File: config.mk
export PLATFORM = sky130hd
export DESIGN_NAME = ppu_host_writer_flat
export DESIGN_NICKNAME = d
export VERILOG_FILES = /design/src/rtl/ppu_host_writer_if.sv /design/src/rtl/ppu_host_writer.sv /design/src/flat_wrapper.sv
export SDC_FILE = /design/constraint.sdc
export NUM_CORES = 1
export LEC_CHECK = 0
export BUFFER_PORTS_ARGS = -buffer_cell sky130_fd_sc_hd__buf_2
export CAP_MARGIN = 20
export CORE_UTILIZATION = 60
export DETAILED_ROUTE_END_ITERATION = 7
export PLACE_DENSITY = 0.78
export SLEW_MARGIN = 20
export SYNTH_ARGS = -nofsm -noshare
export SYNTH_HDL_FRONTEND = slang
export SYNTH_SLANG_ARGS = --single-unit
export TNS_END_PERCENT = 50
File: constraint.sdc
create_clock -name clk -period 11.1 [get_ports clk]
set_input_delay 3.33 -clock clk [delete_from_list [all_inputs] [get_ports clk]]
set_output_delay 3.33 -clock clk [all_outputs]
set_load 0.05 [all_outputs]
File: src/rtl/ppu_host_writer_if.sv
// ppu_host_writer_if: Avalon-MM slave bus between the HPS host and the PPU write engine.
interface ppu_host_writer_if #(
  parameter int ADDR_W = 14
);
  logic              chipselect;
  logic              write;
  logic              read;
  logic [ADDR_W-1:0] address;
  logic [31:0]       writedata;
  logic [31:0]       readdata;
  logic              waitrequest;
  modport master (
    output chipselect, write, read, address, writedata,
    input  readdata, waitrequest
  );
  modport slave (
    input  chipselect, write, read, address, writedata,
    output readdata, waitrequest
  );
endinterface

File: src/rtl/ppu_host_writer.sv
// ppu_host_writer: queues host writes and drains them into the PPU memories while the renderer bus is idle.
module ppu_host_writer #(
  parameter int FIFO_DEPTH = 16,
  parameter int ADDR_W     = 14
) (
  input  logic               clk,
  input  logic               reset,
  ppu_host_writer_if.slave   bus,
  input  logic               vblank_i,
  input  logic               ppu_bus_idle_i,
  output logic               we_tile_buffer_o,
  output logic               we_tile_graphics_o,
  output logic               we_sprite_graphics_o,
  output logic               we_color_palettes_o,
  output logic               we_OAM_o,
  output logic [8:0]         addr_tile_buffer_o,
  output logic [10:0]        addr_tile_graphics_o,
  output logic [10:0]        addr_sprite_graphics_o,
  output logic [2:0]         addr_color_palettes_o,
  output logic [7:0]         addr_OAM_o,
  output logic [31:0]        wdata_o
);
  localparam int OFF_W = ADDR_W - 3;
  localparam int PW    = $clog2(FIFO_DEPTH);
  typedef struct packed {
    logic [2:0]       rg;
    logic [OFF_W-1:0] off;
    logic [31:0]      data;
  } entry_t;
  entry_t           mem_q [FIFO_DEPTH];
  entry_t           head;
  logic [PW:0]      wp_q, rp_q, level;
  logic [2:0]       rg;
  logic [OFF_W-1:0] off;
  logic             wr_req, full, push, pop, ctrl, flush, clr;
  logic [4:0]       we_d, we_q;
  logic [8:0]       a_tb_q;
  logic [10:0]      a_tg_q, a_sg_q;
  logic [2:0]       a_pal_q;
  logic [7:0]       a_oam_q, err_q;
  logic [31:0]      wdata_q, rdata_q, status;
  assign rg     = bus.address[ADDR_W-1 -: 3];
  assign off    = bus.address[OFF_W-1:0];
  assign level  = wp_q - rp_q;
  assign full   = level == (PW+1)'(FIFO_DEPTH);
  assign wr_req = bus.chipselect && bus.write && rg != 3'd7;
  assign push   = wr_req && !full;
  assign ctrl   = bus.chipselect && bus.write && rg == 3'd7 && off == '0;
  assign flush  = ctrl && bus.writedata[1];
  assign clr    = ctrl && bus.writedata[0];
  // A flush discards the head too, so it suppresses the pop in the same cycle.
  assign pop    = ppu_bus_idle_i && level != '0 && !flush;
  assign head   = mem_q[rp_q[PW-1:0]];
  assign we_d   = (pop && head.rg < 3'd5) ? 5'(5'd1 << head.rg) : 5'd0;
  assign status = {vblank_i, 7'b0, err_q, 8'b0, 3'b0, 5'(level)};
  assign bus.waitrequest = wr_req && full;
  assign bus.readdata    = rdata_q;
  assign {we_OAM_o, we_color_palettes_o, we_sprite_graphics_o, we_tile_graphics_o, we_tile_buffer_o} = we_q;
  assign addr_tile_buffer_o     = a_tb_q;
  assign addr_tile_graphics_o   = a_tg_q;
  assign addr_sprite_graphics_o = a_sg_q;
  assign addr_color_palettes_o  = a_pal_q;
  assign addr_OAM_o             = a_oam_q;
  assign wdata_o                = wdata_q;
  always_ff @(posedge clk)
    if (push) mem_q[wp_q[PW-1:0]] <= {rg, off, bus.writedata};
  always_ff @(posedge clk) begin
    if (reset) begin
      wp_q    <= '0;
      rp_q    <= '0;
      we_q    <= '0;
      a_tb_q  <= '0;
      a_tg_q  <= '0;
      a_sg_q  <= '0;
      a_pal_q <= '0;
      a_oam_q <= '0;
      wdata_q <= '0;
      err_q   <= '0;
      rdata_q <= '0;
    end else begin
      wp_q <= flush ? '0 : wp_q + (PW+1)'(push);
      rp_q <= flush ? '0 : rp_q + (PW+1)'(pop);
      we_q <= we_d;
      if (we_d[0]) a_tb_q  <= head.off[8:0];
      if (we_d[1]) a_tg_q  <= head.off[10:0];
      if (we_d[2]) a_sg_q  <= head.off[10:0];
      if (we_d[3]) a_pal_q <= head.off[2:0];
      if (we_d[4]) a_oam_q <= head.off[7:0];
      if (|we_d) wdata_q <= head.data;
      err_q <= clr ? '0 : (pop && head.rg > 3'd4 && err_q != 8'hff) ? err_q + 8'd1 : err_q;
      if (bus.chipselect && bus.read) rdata_q <= (rg == 3'd7 && off == '0) ? status : '0;
    end
  end
endmodule

File: src/flat_wrapper.sv
// flat-port wrapper written by rule: the top's interface ports become plain ports
module ppu_host_writer_flat 
#(
  parameter int FIFO_DEPTH = 16,
  parameter int ADDR_W     = 14
)
  (clk, reset, vblank_i, ppu_bus_idle_i, we_tile_buffer_o, we_tile_graphics_o, we_sprite_graphics_o, we_color_palettes_o, we_OAM_o, addr_tile_buffer_o, addr_tile_graphics_o, addr_sprite_graphics_o, addr_color_palettes_o, addr_OAM_o, wdata_o, bus_chipselect, bus_write, bus_read, bus_address, bus_writedata, bus_readdata, bus_waitrequest);
  ppu_host_writer_if #(.ADDR_W(ADDR_W)) bus_i ();
  input  logic clk;
  input  logic reset;
  input  logic vblank_i;
  input  logic ppu_bus_idle_i;
  output logic we_tile_buffer_o;
  output logic we_tile_graphics_o;
  output logic we_sprite_graphics_o;
  output logic we_color_palettes_o;
  output logic we_OAM_o;
  output logic [8:0] addr_tile_buffer_o;
  output logic [10:0] addr_tile_graphics_o;
  output logic [10:0] addr_sprite_graphics_o;
  output logic [2:0] addr_color_palettes_o;
  output logic [7:0] addr_OAM_o;
  output logic [31:0] wdata_o;
  input wire logic [$bits(bus_i.chipselect)-1:0] bus_chipselect;
  input wire logic [$bits(bus_i.write)-1:0] bus_write;
  input wire logic [$bits(bus_i.read)-1:0] bus_read;
  input wire logic [$bits(bus_i.address)-1:0] bus_address;
  input wire logic [$bits(bus_i.writedata)-1:0] bus_writedata;
  output wire logic [$bits(bus_i.readdata)-1:0] bus_readdata;
  output wire logic [$bits(bus_i.waitrequest)-1:0] bus_waitrequest;
  assign bus_i.chipselect = bus_chipselect;
  assign bus_i.write = bus_write;
  assign bus_i.read = bus_read;
  assign bus_i.address = bus_address;
  assign bus_i.writedata = bus_writedata;
  assign bus_readdata = bus_i.readdata;
  assign bus_waitrequest = bus_i.waitrequest;
  ppu_host_writer #(.FIFO_DEPTH(FIFO_DEPTH), .ADDR_W(ADDR_W)) u_core (.clk(clk), .reset(reset), .bus(bus_i), .vblank_i(vblank_i), .ppu_bus_idle_i(ppu_bus_idle_i), .we_tile_buffer_o(we_tile_buffer_o), .we_tile_graphics_o(we_tile_graphics_o), .we_sprite_graphics_o(we_sprite_graphics_o), .we_color_palettes_o(we_color_palettes_o), .we_OAM_o(we_OAM_o), .addr_tile_buffer_o(addr_tile_buffer_o), .addr_tile_graphics_o(addr_tile_graphics_o), .addr_sprite_graphics_o(addr_sprite_graphics_o), .addr_color_palettes_o(addr_color_palettes_o), .addr_OAM_o(addr_OAM_o), .wdata_o(wdata_o));
endmodule
After elaboration in Yosys (flattened, before gate mapping):

Memories as Yosys holds them, arrays and structs flattened. A register that Yosys moved wholly into a read port is not among the register bits.
Cells that the tools add are included.

* register bits: 129
* memory bits (writable): 736
* output and inout port bits: 112
* word-level logic and storage cells: 50
* memories: 1

* $add $sub $neg: 4
* order comparisons: 2
* equality and inequality tests: 4
* shifts and indexed selects: 1
* multiplexer cells: 5
* reduce and logical (&&, ||, !) cells: 22

Memory list
* u_core.mem_q: depth 16, width 46, rd ports 1, clocked after memory_dff 1, write ports 1, line ppu_host_writer.sv:30 `entry_t mem_q [FIFO_DEPTH];`

Operator list (count)
* 32-bit two-way mux: 1
* 1-bit logical AND: 15
* 11-bit zero test: 1
* 5-bit by 1-bit adder with 5-bit output: 2
* 8-bit by 1-bit adder with 8-bit output (second input constant): 1
* 8-bit != test (second input constant): 1
* 5-bit equality test (second input constant): 1
* 5-bit two-way mux: 1
* 5-bit nonzero test: 1
* 5-bit OR reduction: 1
* 1-bit by 3-bit left shift with 5-bit output (first input constant): 1
* 5-bit subtractor: 1
* 4-bit two-way mux: 1
* 2-bit OR reduction: 2
* 3-bit equality test (second input constant): 1
* 3-bit > comparator (second input constant): 1
* 3-bit less-than comparator (second input constant): 1
* 3-bit != test (second input constant): 1
* 1-bit zero test: 2
* 1-bit two-way mux: 2

Depth between registers and ports, before layout:

* word-level depth: 9
* gate-level depth with buffers: 16

Worst setup path after synthesis:

No wires, ideal clock.

* kind: input port to output port
* start point: input bus_address[13]
* end point: output bus_waitrequest
* arrival: 4.727 ns
* required time: 7.770 ns
* path slack: 3.043 ns
* stages on the path: 3
* path buffers: 0
* cell sequence: and3_1 -> nand3b_1 -> nor3_1

* cells in the longest elaborated chain, start to end: 3

RTL lines
* from (decl): line flat_wrapper.sv:27 `input wire logic [$bits(bus_i.address)-1:0] bus_address;`
* 3-bit != test: line ppu_host_writer.sv:46 `assign wr_req = bus.chipselect && bus.write && rg != 3'd7;`
* 1-bit logical AND: line ppu_host_writer.sv:46
* 1-bit logical AND: line ppu_host_writer.sv:56 `assign bus.waitrequest = wr_req && full;`
* to (decl): line flat_wrapper.sv:30 `output wire logic [$bits(bus_i.waitrequest)-1:0] bus_waitrequest;`

Every way passes these cells.

Worst setup path after layout:

* start point: register u_core.rp_q[2]
* end point: output bus_waitrequest

* cells in the longest elaborated chain, start to end: 3

RTL lines
* from (decl): line ppu_host_writer.sv:32 `logic [PW:0] wp_q, rp_q, level;`
* from (signal assigned): line ppu_host_writer.sv:82 `rp_q <= flush ? '0 : rp_q + (PW+1)'(pop);`
* 5-bit subtractor: line ppu_host_writer.sv:44 `assign level = wp_q - rp_q;`
* 5-bit equality test: line ppu_host_writer.sv:45 `assign full = level == (PW+1)'(FIFO_DEPTH);`
* 1-bit logical AND: line ppu_host_writer.sv:56

Every way passes these cells.

==> flow_summary.yaml <==
status:
  status: "completed"
layout:
  final_cell_count_no_fill: 2631
  final_common_cell: "edfxtp_1"
  fin_nets: 1926
  area_growth_syn_to_layout_pct: 12.75
  final_util: 0.6841
  final_cell_mix: "edfxtp_1, mux4_2, buf_2, dfxtp_1, nand3_1"
  drive_gt1_frac: 0.2703
  fillers: 3231
sta:
  hold_violations: 0
  tightest_slew_ns: 1.105
  maxSlewHeadroom: 0.2616
  layout_min_cycle_time_ns: 7.994
  fin_skew_ns: 0.02456
  tns_ns: 0
  max_freq_ghz: 0.1251
  min_period_over_period: 0.7202
  slew_violations: 0
  setup_viol: 0
  rsz0062_at_grt: "false"
synthesis:
  synth_edf_count: 736
  yosys_warnings: 0
  synth_seq_cells: 847
  netlist_area_mm2: 0.03259
  synthArstFlopShare: 0
  synth_top_flop_cell: "edfxtp_1"
  syn-instance-count: 1699
  seq_area_frac_synth: 0.7464
  synth.distinct_cells: 53
  syn_avg_cell_area_um2: 19.18
placement:
  dp.final_hpwl_um: 37910
  place.gp.congestion: 0.8317
  dp_cells: 2472
  io_buffer_count: 146
route:
  drc_errors: 0
  dr.pass1.iters: 5
  postRouteAntennaNets: 0
  vias_per_cell: 6.622
  num_vias: 17420
  drt_wl_total_um: 74610
  detail_route.wl_per_cell_um: 28.36
  drtIter0Drc: 1957
hold_path:
  min_path_cells: 2
  min_to: "u_core.bus.readdata[21]"
  min_path_type: "reg2reg"
  min_from: "u_core.bus.readdata[21]"
critical_path:
  r2r_slack_ns: 4.92
  r2r_start: "u_core.rp_q[2]"
  reg2reg_to: "u_core.mem_q[11][18]"
  crit_type: "reg2out"
  crit_fanout: 17
  critPathArrivalTime_ns: 4.66
  r2r_cells: 9
  endpoint_kind: "output pin"
  cp-start-kind: "register"
  required_ns: 7.77
clock_network:
  cts_root_buffer: "clkbuf_16"
  clkTransAtPathRegs_ns: 0.06
  postCtsHoldBufs: 0
  cts_max_level: 3
  postCtsResizedCells: 0
  cts_tree: "built"
  post_cts_buffers: 0
  cts_buffers: 83
  clock_sink_count: 847
  insertion_delay_ns: 0.63
  clockBufferDepth: 3
floorplanning:
  ioPinCount: 165
  core_mm2: 0.05371
  start_util: 0.6068
  dieArea_mm2: 0.05525
  die_x_um: 235.1
  rows: 85
  dieHeight_um: 235.1
global_route:
  grt_usage: 0.2743
  grt_max_degree: 120
  first_global_vias: 17540
  antenna_found_initial: 5
  grt_overflow: 0
  grt_pass1_wl_um: 110300
pwr:
  vdd_ir_drop_max_mv: 0.2139
  power.total_uw: 7988
  power.density_mw_per_mm2: 217.4
  p_leak_uw: 0.01201
job:
  cap_viol_max_count: 0
## cells by family (layout without fill, tap and decap cells)
kind of cell,count (synthesis),after routing,synth area share
fa+ha+maj,10,10,0.004070
mux,213,213,0.1427
compound gates,236,236,0.04342
other cells,1,22,0.0001151
flops,847,847,0.7464
buf+inv,129,344,0.02196
simple gates,252,252,0.03843
xor+xnor,11,11,0.002956
## report_power, final
| group | leakage, µW | internal [µW] | total [µW] | switching [µW] |
|---|---|---|---|---|
| sequential | 0.00753 | 3560 | 3640 | 86.3 |
| clock | 0.00131 | 1580 | 2750 | 1180 |
| combinational | 0.00316 | 600 | 1590 | 994 |
## critical path: stages, from the launching register on
cell,delay (ns)
dfxtp_1,0.92
clkinv_1,1.07
ha_1,0.70
xnor2_1,0.22
nor4b_1,0.37
nor2_1,0.15
nor3_1,0.29
buf_2,0.32
## flip-flops by register name, indices dropped and copies added (netlist names)
signal                         flops
u_core.rp_q                        5
u_core.wdata_o                    32
u_core.addr_sprite_graphics_o     11
u_core.addr_color_palettes_o       3
u_core.mem_q                     736
u_core.addr_tile_buffer_o          9
u_core.addr_OAM_o                  8
u_core.we_q                        5
u_core.wp_q                        5
u_core.bus.readdata               14
u_core.err_q                       8
u_core.addr_tile_graphics_o       11
## worst max-delay path by stage
stage,end,cells after the start,startpoint,slack (ns)
2_1_floorplan,bus_waitrequest,3,bus_address[13],3.04
3_3_place_gp,bus_waitrequest,5,bus_address[13],3.26
3_5_place_dp,bus_waitrequest,5,bus_address[13],3.23
4_1_cts,bus_waitrequest,5,bus_address[13],3.23
5_1_grt,bus_waitrequest,7,u_core.rp_q[2],2.76
6_report,bus_waitrequest,7,u_core.rp_q[2],3.11
## metal layers
| layer | track usage | up-vias | share of wire |
|---|---|---|---|
| met3 | 0.05968 | 170 | 0.098 |
| met2 | 0.4578 | 1022 | 0.50 |
| met4 | 0.09171 | 6 | 0.030 |
| met1 | 0.3623 | 8966 | 0.37 |
| li1 | - | 7259 | - |
| met5 | 0 | - | 0.00052 |
## cells in the mapped netlist, types with 2 or more instances
cell type	number	area [µm²]
clkbuf_1	62	232.7
nand4_1	10	62.56
nor3_1	15	75.07
nand2_1	56	210.2
buf_1	3	11.26
nand2b_1	14	87.58
buf_12	5	100.1
a31oi_1	2	12.51
o211ai_1	2	15.01
buf_4	29	217.7
o21ai_0	57	285.3
a21o_1	2	15.01
inv_1	6	22.52
mux2i_1	16	160.2
nor2_1	35	131.4
o31ai_1	10	75.07
dfxtp_1	111	2222
xnor2_1	5	43.79
o21ai_1	5	25.02
mux4_2	176	3964
xor2_1	6	52.55
or3b_2	2	17.52
nand3b_1	4	30.03
mux4_1	19	499.2
edfxtp_1	736	22100
buf_2	21	105.1
and3_1	7	43.79
buf_6	2	22.52
a22oi_1	66	495.5
a211oi_1	2	15.01
nor4_1	6	37.54
and2_1	5	31.28
and4_1	2	17.52
or2_2	3	18.77
a21oi_1	84	420.4
ha_1	9	112.6
nand3_1	88	440.4
## through the flow
step / hold WS (ns) / worst slack, ns / area [µm²]
after floorplan: 0.4514 / 3.043 / 32650
after global placement: 0.4340 / 3.259 / 34010
after detailed placement: 0.4481 / 3.229 / 34030
after CTS: 0.4571 / 3.228 / 36700
after global routing: 0.4755 / 2.759 / 36740
final: 0.4539 / 3.106 / 36740
## layout make-up
class	instances	area [µm²]	area share
Sequential cell	847	24330	0.6622
Multi-Input combinational cell	740	7779	0.2117
Clock buffer	115	2341	0.06371
Timing Repair Buffer	184	1055	0.02871
Tap cell	696	870.8	0.02370
Clock inverter	38	331.6	0.009024
Inverter	7	26.28	0.0007151
Antenna cell	4	10.01	0.0002724
No activity file was read; power rests on OpenSTA's default activity.
